$ cat config.mk
export PLATFORM = sky130hd
export DESIGN_NAME = axis_14_to_sc28
export DESIGN_NICKNAME = d
export VERILOG_FILES = /design/src/rtl/axis_14_to_sc28.sv
export SDC_FILE = /design/constraint.sdc
export NUM_CORES = 1
export LEC_CHECK = 0
export CORE_ASPECT_RATIO = 2
export CORE_MARGIN = 4
export CORE_UTILIZATION = 30
export DETAILED_ROUTE_END_ITERATION = 7
export GPL_ROUTABILITY_DRIVEN = 0
export MAX_ROUTING_LAYER = met4
export REMOVE_ABC_BUFFERS = 1
export SYNTH_ARGS = -nofsm -noshare
export SYNTH_HDL_FRONTEND = slang
export SYNTH_SLANG_ARGS = --single-unit
$ cat constraint.sdc
create_clock -name a_clk -period 2.2 [get_ports a_clk]
set_input_delay 0.55 -clock a_clk [delete_from_list [all_inputs] [get_ports a_clk]]
set_output_delay 0.55 -clock a_clk [all_outputs]
set_load 0.05 [all_outputs]
$ cat src/rtl/axis_14_to_sc28.sv
// rtl/axis_14_to_sc28.sv - ADC lanes to sign-extended channels through a 2-entry skid buffer
// Optional saturation counter: define AXIS_14_TO_SC28_SATCNT_EN
module axis_14_to_sc28 #(
  parameter int ADC_WIDTH        = 14,
  parameter int SRC_BITS         = 26,
  parameter int SAXIS_DATA_WIDTH = 16,
  parameter int MAXIS_DATA_WIDTH = 32
) (
  input  logic                          a_clk,
  input  logic                          a_rst,
  input  logic [2*SAXIS_DATA_WIDTH-1:0] S_AXIS_tdata,
  input  logic                          S_AXIS_tvalid,
  output logic                          S_AXIS_tready,
  output logic [2*MAXIS_DATA_WIDTH-1:0] M_AXIS_tdata,
  output logic                          M_AXIS_tvalid,
  input  logic                          M_AXIS_tready,
  output logic [SAXIS_DATA_WIDTH-1:0]   M_AXIS_aux_tdata,
  output logic                          M_AXIS_aux_tvalid,
  input  logic                          sat_clr,
  output logic [31:0]                   sat_count
);

  localparam int SW = SAXIS_DATA_WIDTH;
  localparam int MW = MAXIS_DATA_WIDTH;

  typedef enum logic [1:0] {
    ST_EMPTY = 2'd0,
    ST_ONE   = 2'd1,
    ST_FULL  = 2'd2
  } state_t;

  // A lane is well-formed when every bit from the top down to the ADC sign bit agrees.
  function automatic logic f_malformed(input logic [SW-1:0] lane);
    logic [SW-ADC_WIDTH:0] top;
    top = lane[SW-1:ADC_WIDTH-1];
    return !((&top) || (~|top));
  endfunction

  // Malformed lanes clip toward the side indicated by the lane's top bit.
  function automatic logic [ADC_WIDTH-1:0] f_value(input logic [SW-1:0] lane);
    if (!f_malformed(lane)) begin
      return lane[ADC_WIDTH-1:0];
    end else if (lane[SW-1]) begin
      return {1'b1, {(ADC_WIDTH-1){1'b0}}};
    end else begin
      return {1'b0, {(ADC_WIDTH-1){1'b1}}};
    end
  endfunction

  // Value sits at the top of the SRC_BITS field, zero-filled below, sign-extended above.
  function automatic logic [MW-1:0] f_chan(input logic [ADC_WIDTH-1:0] v);
    return {{(MW-SRC_BITS){v[ADC_WIDTH-1]}}, v, {(SRC_BITS-ADC_WIDTH){1'b0}}};
  endfunction

  state_t            r_state;
  logic [2*MW-1:0]   r_main;
  logic [2*MW-1:0]   r_skid;
  logic              r_m_tvalid;
  logic              r_s_tready;

  logic [SW-1:0]     w_lane0;
  logic [SW-1:0]     w_lane1;
  logic              w_clip0;
  logic              w_clip1;
  logic [2*MW-1:0]   w_beat;
  logic              w_accept;
  logic              w_consume;

  assign w_lane0   = S_AXIS_tdata[SW-1:0];
  assign w_lane1   = S_AXIS_tdata[2*SW-1:SW];
  assign w_clip0   = f_malformed(w_lane0);
  assign w_clip1   = f_malformed(w_lane1);
  assign w_beat    = {f_chan(f_value(w_lane1)), f_chan(f_value(w_lane0))};
  assign w_accept  = S_AXIS_tvalid && r_s_tready;
  assign w_consume = r_m_tvalid && M_AXIS_tready;

  // Skid-buffer control: main register feeds the outputs, skid catches one beat
  // while the consumer stalls; tready is registered and drops only in FULL.
  always_ff @(posedge a_clk) begin
    if (a_rst) begin
      r_state    <= ST_EMPTY;
      r_main     <= '0;
      r_skid     <= '0;
      r_m_tvalid <= 1'b0;
      r_s_tready <= 1'b0;
    end else begin
      case (r_state)
        ST_EMPTY: begin
          r_s_tready <= 1'b1;
          if (w_accept) begin
            r_main     <= w_beat;
            r_m_tvalid <= 1'b1;
            r_state    <= ST_ONE;
          end
        end
        ST_ONE: begin
          if (w_accept && !w_consume) begin
            r_skid     <= w_beat;
            r_s_tready <= 1'b0;
            r_state    <= ST_FULL;
          end else if (!w_accept && w_consume) begin
            r_m_tvalid <= 1'b0;
            r_state    <= ST_EMPTY;
          end else if (w_accept && w_consume) begin
            r_main     <= w_beat;
          end
        end
        ST_FULL: begin
          if (w_consume) begin
            r_main     <= r_skid;
            r_s_tready <= 1'b1;
            r_state    <= ST_ONE;
          end
        end
        default: begin
          r_state    <= ST_EMPTY;
          r_m_tvalid <= 1'b0;
          r_s_tready <= 1'b0;
        end
      endcase
    end
  end

  assign S_AXIS_tready     = r_s_tready;
  assign M_AXIS_tvalid     = r_m_tvalid;
  assign M_AXIS_aux_tvalid = r_m_tvalid;
  assign M_AXIS_tdata      = r_main;
  assign M_AXIS_aux_tdata  = {r_main[MW+SRC_BITS-1 -: ADC_WIDTH], {(SW-ADC_WIDTH){1'b0}}};

`ifdef AXIS_14_TO_SC28_SATCNT_EN
  logic [31:0] r_sat_count;
  logic [1:0]  w_clip_n;
  logic [32:0] w_sat_sum;

  assign w_clip_n  = {1'b0, w_clip0} + {1'b0, w_clip1};
  assign w_sat_sum = {1'b0, r_sat_count} + {31'b0, w_clip_n};

  // Clip-event counter; clear wins over a same-cycle increment, and the count sticks at all-ones.
  always_ff @(posedge a_clk) begin
    if (a_rst) begin
      r_sat_count <= '0;
    end else if (sat_clr) begin
      r_sat_count <= '0;
    end else if (w_accept) begin
      r_sat_count <= w_sat_sum[32] ? '1 : w_sat_sum[31:0];
    end
  end

  assign sat_count = r_sat_count;
`else
  logic w_unused_satcnt;
  assign w_unused_satcnt = &{1'b0, sat_clr, w_clip0, w_clip1};
  assign sat_count       = '0;
`endif

endmodule

==> impl_metrics.toml <==
[status]
outcome = "finished clean"

[setup_path]
start_kind = "input port"
crit_buf_inv = 4
crit_path_max_fanout = 13
crit_slowest_cell = "clkdlybuf4s50_1"
endpoint_kind = "flop"
required_ns = 2.43
cp.depth = 8
crit_path_cell_trace = "clkdlybuf4s50_1, nand2_1, inv_1, buf_4, ha_1, a211o_4, clkbuf_16, a311oi_2"
path_class = "input port to flop"
crit_family = "buffers and inverters"
slowest_delay_ns = 0.43
arrival_ns = 2.35
reg2regPathDepth = 4

[floorplanning]
start_util = 0.305
core_area_um2 = 12100
die_width_um = 86.5
die_height_um = 165
rows = 57
die_area_um2 = 14300
io_pins = 152

[route]
drtAntennaViolNets = 0
drcViolationCount = 0
drt_iter0_drc = 78
routedWlPerCell_um = 14.5
wl_mm = 9.79
firstDrtPassIters = 4
viasPerCell = 4.86
via_count = 3280

[logic_synthesis]
synthXorXnorAreaFrac = 0
yosys_warnings = 0
synth_cell_types = 31
synthMuxAreaShare = 0
synth_area_um2 = 3700
synth_top_area_share = 0.325
ys_seq_area_frac = 0.325
netlist_instances = 461
synth_largest_area_cell = "dfxtp_1"
synthTopCellsByArea = "dfxtp_1 32%, buf_4 17%, a211oi_2 7.4%"
synth_top_family_by_area = "compound AO/OA/AOI/OAI gates"
synth_compound_area_frac = 0.291
synthAdderAreaFrac = 0.0102
synth_seq_cells = 60
avgSynthCellArea_um2 = 8.02
yosys.area_share.simple = 0.142

[timing]
maxSlewViolCount = 0
fin_skew_ns = 0.00626
max_slew.worst_pin.slew_ns = 1.00
fmax_mhz = 471
post-route-worst-setup-slack_ns = 0.0782
fin_crit_ns = 2.12
finalSetupTns_ns = 0
finalCritPeriodShare = 0.964
whs_ns = 0.452
slew_headroom = 0.331
setup_viol = 0
finalHoldViolCount = 0

[clocking]
hold_buffers = 0
post_cts_buffers = 0
clk_pin_slew_worst_paths_ns = 0.05
htreeDepth = 3
cts_tree = "yes"
clock-root-buffer = "clkbuf_16"
clock_sinks = 60
clock_latency_ns = 0.32
cts_buffers = 9
clockBufferDepth = 2

[global_routing]
antenna_found_initial = 0
grt_pass1_wl_mm = 14.5
overflow = 0
grt_max_degree = 43
grt_pass1_vias = 3166
grt_usage = 0.130

[pwr]
peakVddDrop_mv = 0.435
p_per_area_nw_per_um2 = 782
total_power_mw = 3.77
p_leak_nw = 1.92

[final_layout]
instances_no_fill = 675
layout_common_cells = "75 x clkdlybuf4s50_1, 67 x nand2_1, 60 x dfxtp_1, 58 x conb_1, 50 x nor2_1"
fin_area_um2 = 4820
nets = 564
mostFrequentLayoutCell = "clkdlybuf4s50_1"
num_antenna_cells = 0
drive_gt1_frac = 0.159
final_util = 0.398
syn_to_final_growth_pct = 30.4

[hold_path]
min_path_cells = 2
hp-class = "flop to flop"

[placement]
dpl.cell_count = 658
io_buffers = 92
place_ws_ns = -0.296
hpwl_mm = 6.83
placed_cell_area_um2 = 4410

[job]
drv_cap = 0
cell type report:
| class | count | area [µm²] |
|---|---|---|
| Clock buffer | 14 | 274 |
| Multi-Input combinational cell | 334 | 1910 |
| Sequential cell | 60 | 1200 |
| Clock inverter | 1 | 30.0 |
| Timing Repair Buffer | 117 | 1210 |
| Tap cell | 147 | 184 |
| Fill cell | 1226 | 7300 |
| Inverter | 2 | 7.51 |
cells in the mapped netlist:
cell type,count
ha_1,3
o2bb2ai_1,13
buf_1,2
a211oi_2,22
nor2_1,50
buf_6,7
buf_4,85
a21oi_1,32
a21bo_2,1
nor4bb_1,1
nand2b_1,1
and4b_1,1
buf_2,13
nor2_2,1
a21boi_0,13
a211oi_1,4
a311oi_1,2
nor4b_4,1
dfxtp_1,60
o22ai_1,13
a211o_1,1
clkbuf_1,15
inv_1,2
nor2b_1,3
conb_1,1
o21ai_0,26
nand2_1,68
nand3b_1,1
o21ba_2,2
o32a_1,1
o211ai_1,16
kinds of logic (layout without fill, tap and decap cells):
group,after synthesis,count (layout)
AOI/OAI and AO/OA,146,146
and+or+nand+nor,127,127
buffers and inverters,124,134
DFF,60,60
adders and majority gates,3,3
other,1,58
sequential cells by signal, summed over array words and instances (netlist names):
signal and count:
M_AXIS_tdata 28, r_state 2, r_skid 28, M_AXIS_aux_tvalid 1
S_AXIS_tready 1
worst min-delay path, cell delays in order (launching register included):
cell and delay, ns:
dfxtp_1 0.30, nand2_1 0.05, a21oi_1 0.05
metal layers:
metal / share of wire / GRT usage
met5: 0 / -
met1: 0.34 / 0.120
met2: 0.57 / 0.242
met4: 0.024 / 0.0752
met3: 0.066 / 0.0260
repair_timing:
| action | CTS | global route |
|---|---|---|
| gates cloned | 0 | 2 |
| pin swaps | 0 | 3 |
| endpoints found under the setup margin | 5 | 17 |
| endpoints found under the hold margin | 0 | 0 |
| resized for setup | 2 | 14 |
final timing paths:
| path | startpoint | to | slack (ns) |
|---|---|---|---|
| worst min register to register | r_skid[53] | r_skid[53] | 0.45 |
| worst min-delay path | r_skid[53] | r_skid[53] | 0.45 |
| worst max register to register | r_state[0] | M_AXIS_tdata[14] | 0.29 |
| worst max-delay path | S_AXIS_tvalid | M_AXIS_tdata[62] | 0.08 |
where the power goes:
part	switching, mW	leakage, nW	total, mW	internal (mW)
Sequential	0.0431	0.489	1.19	1.14
Combinational	0.795	1.28	1.15	0.352
Clock	0.470	0.149	1.43	0.963
Power figures use the tool's default switching activity.
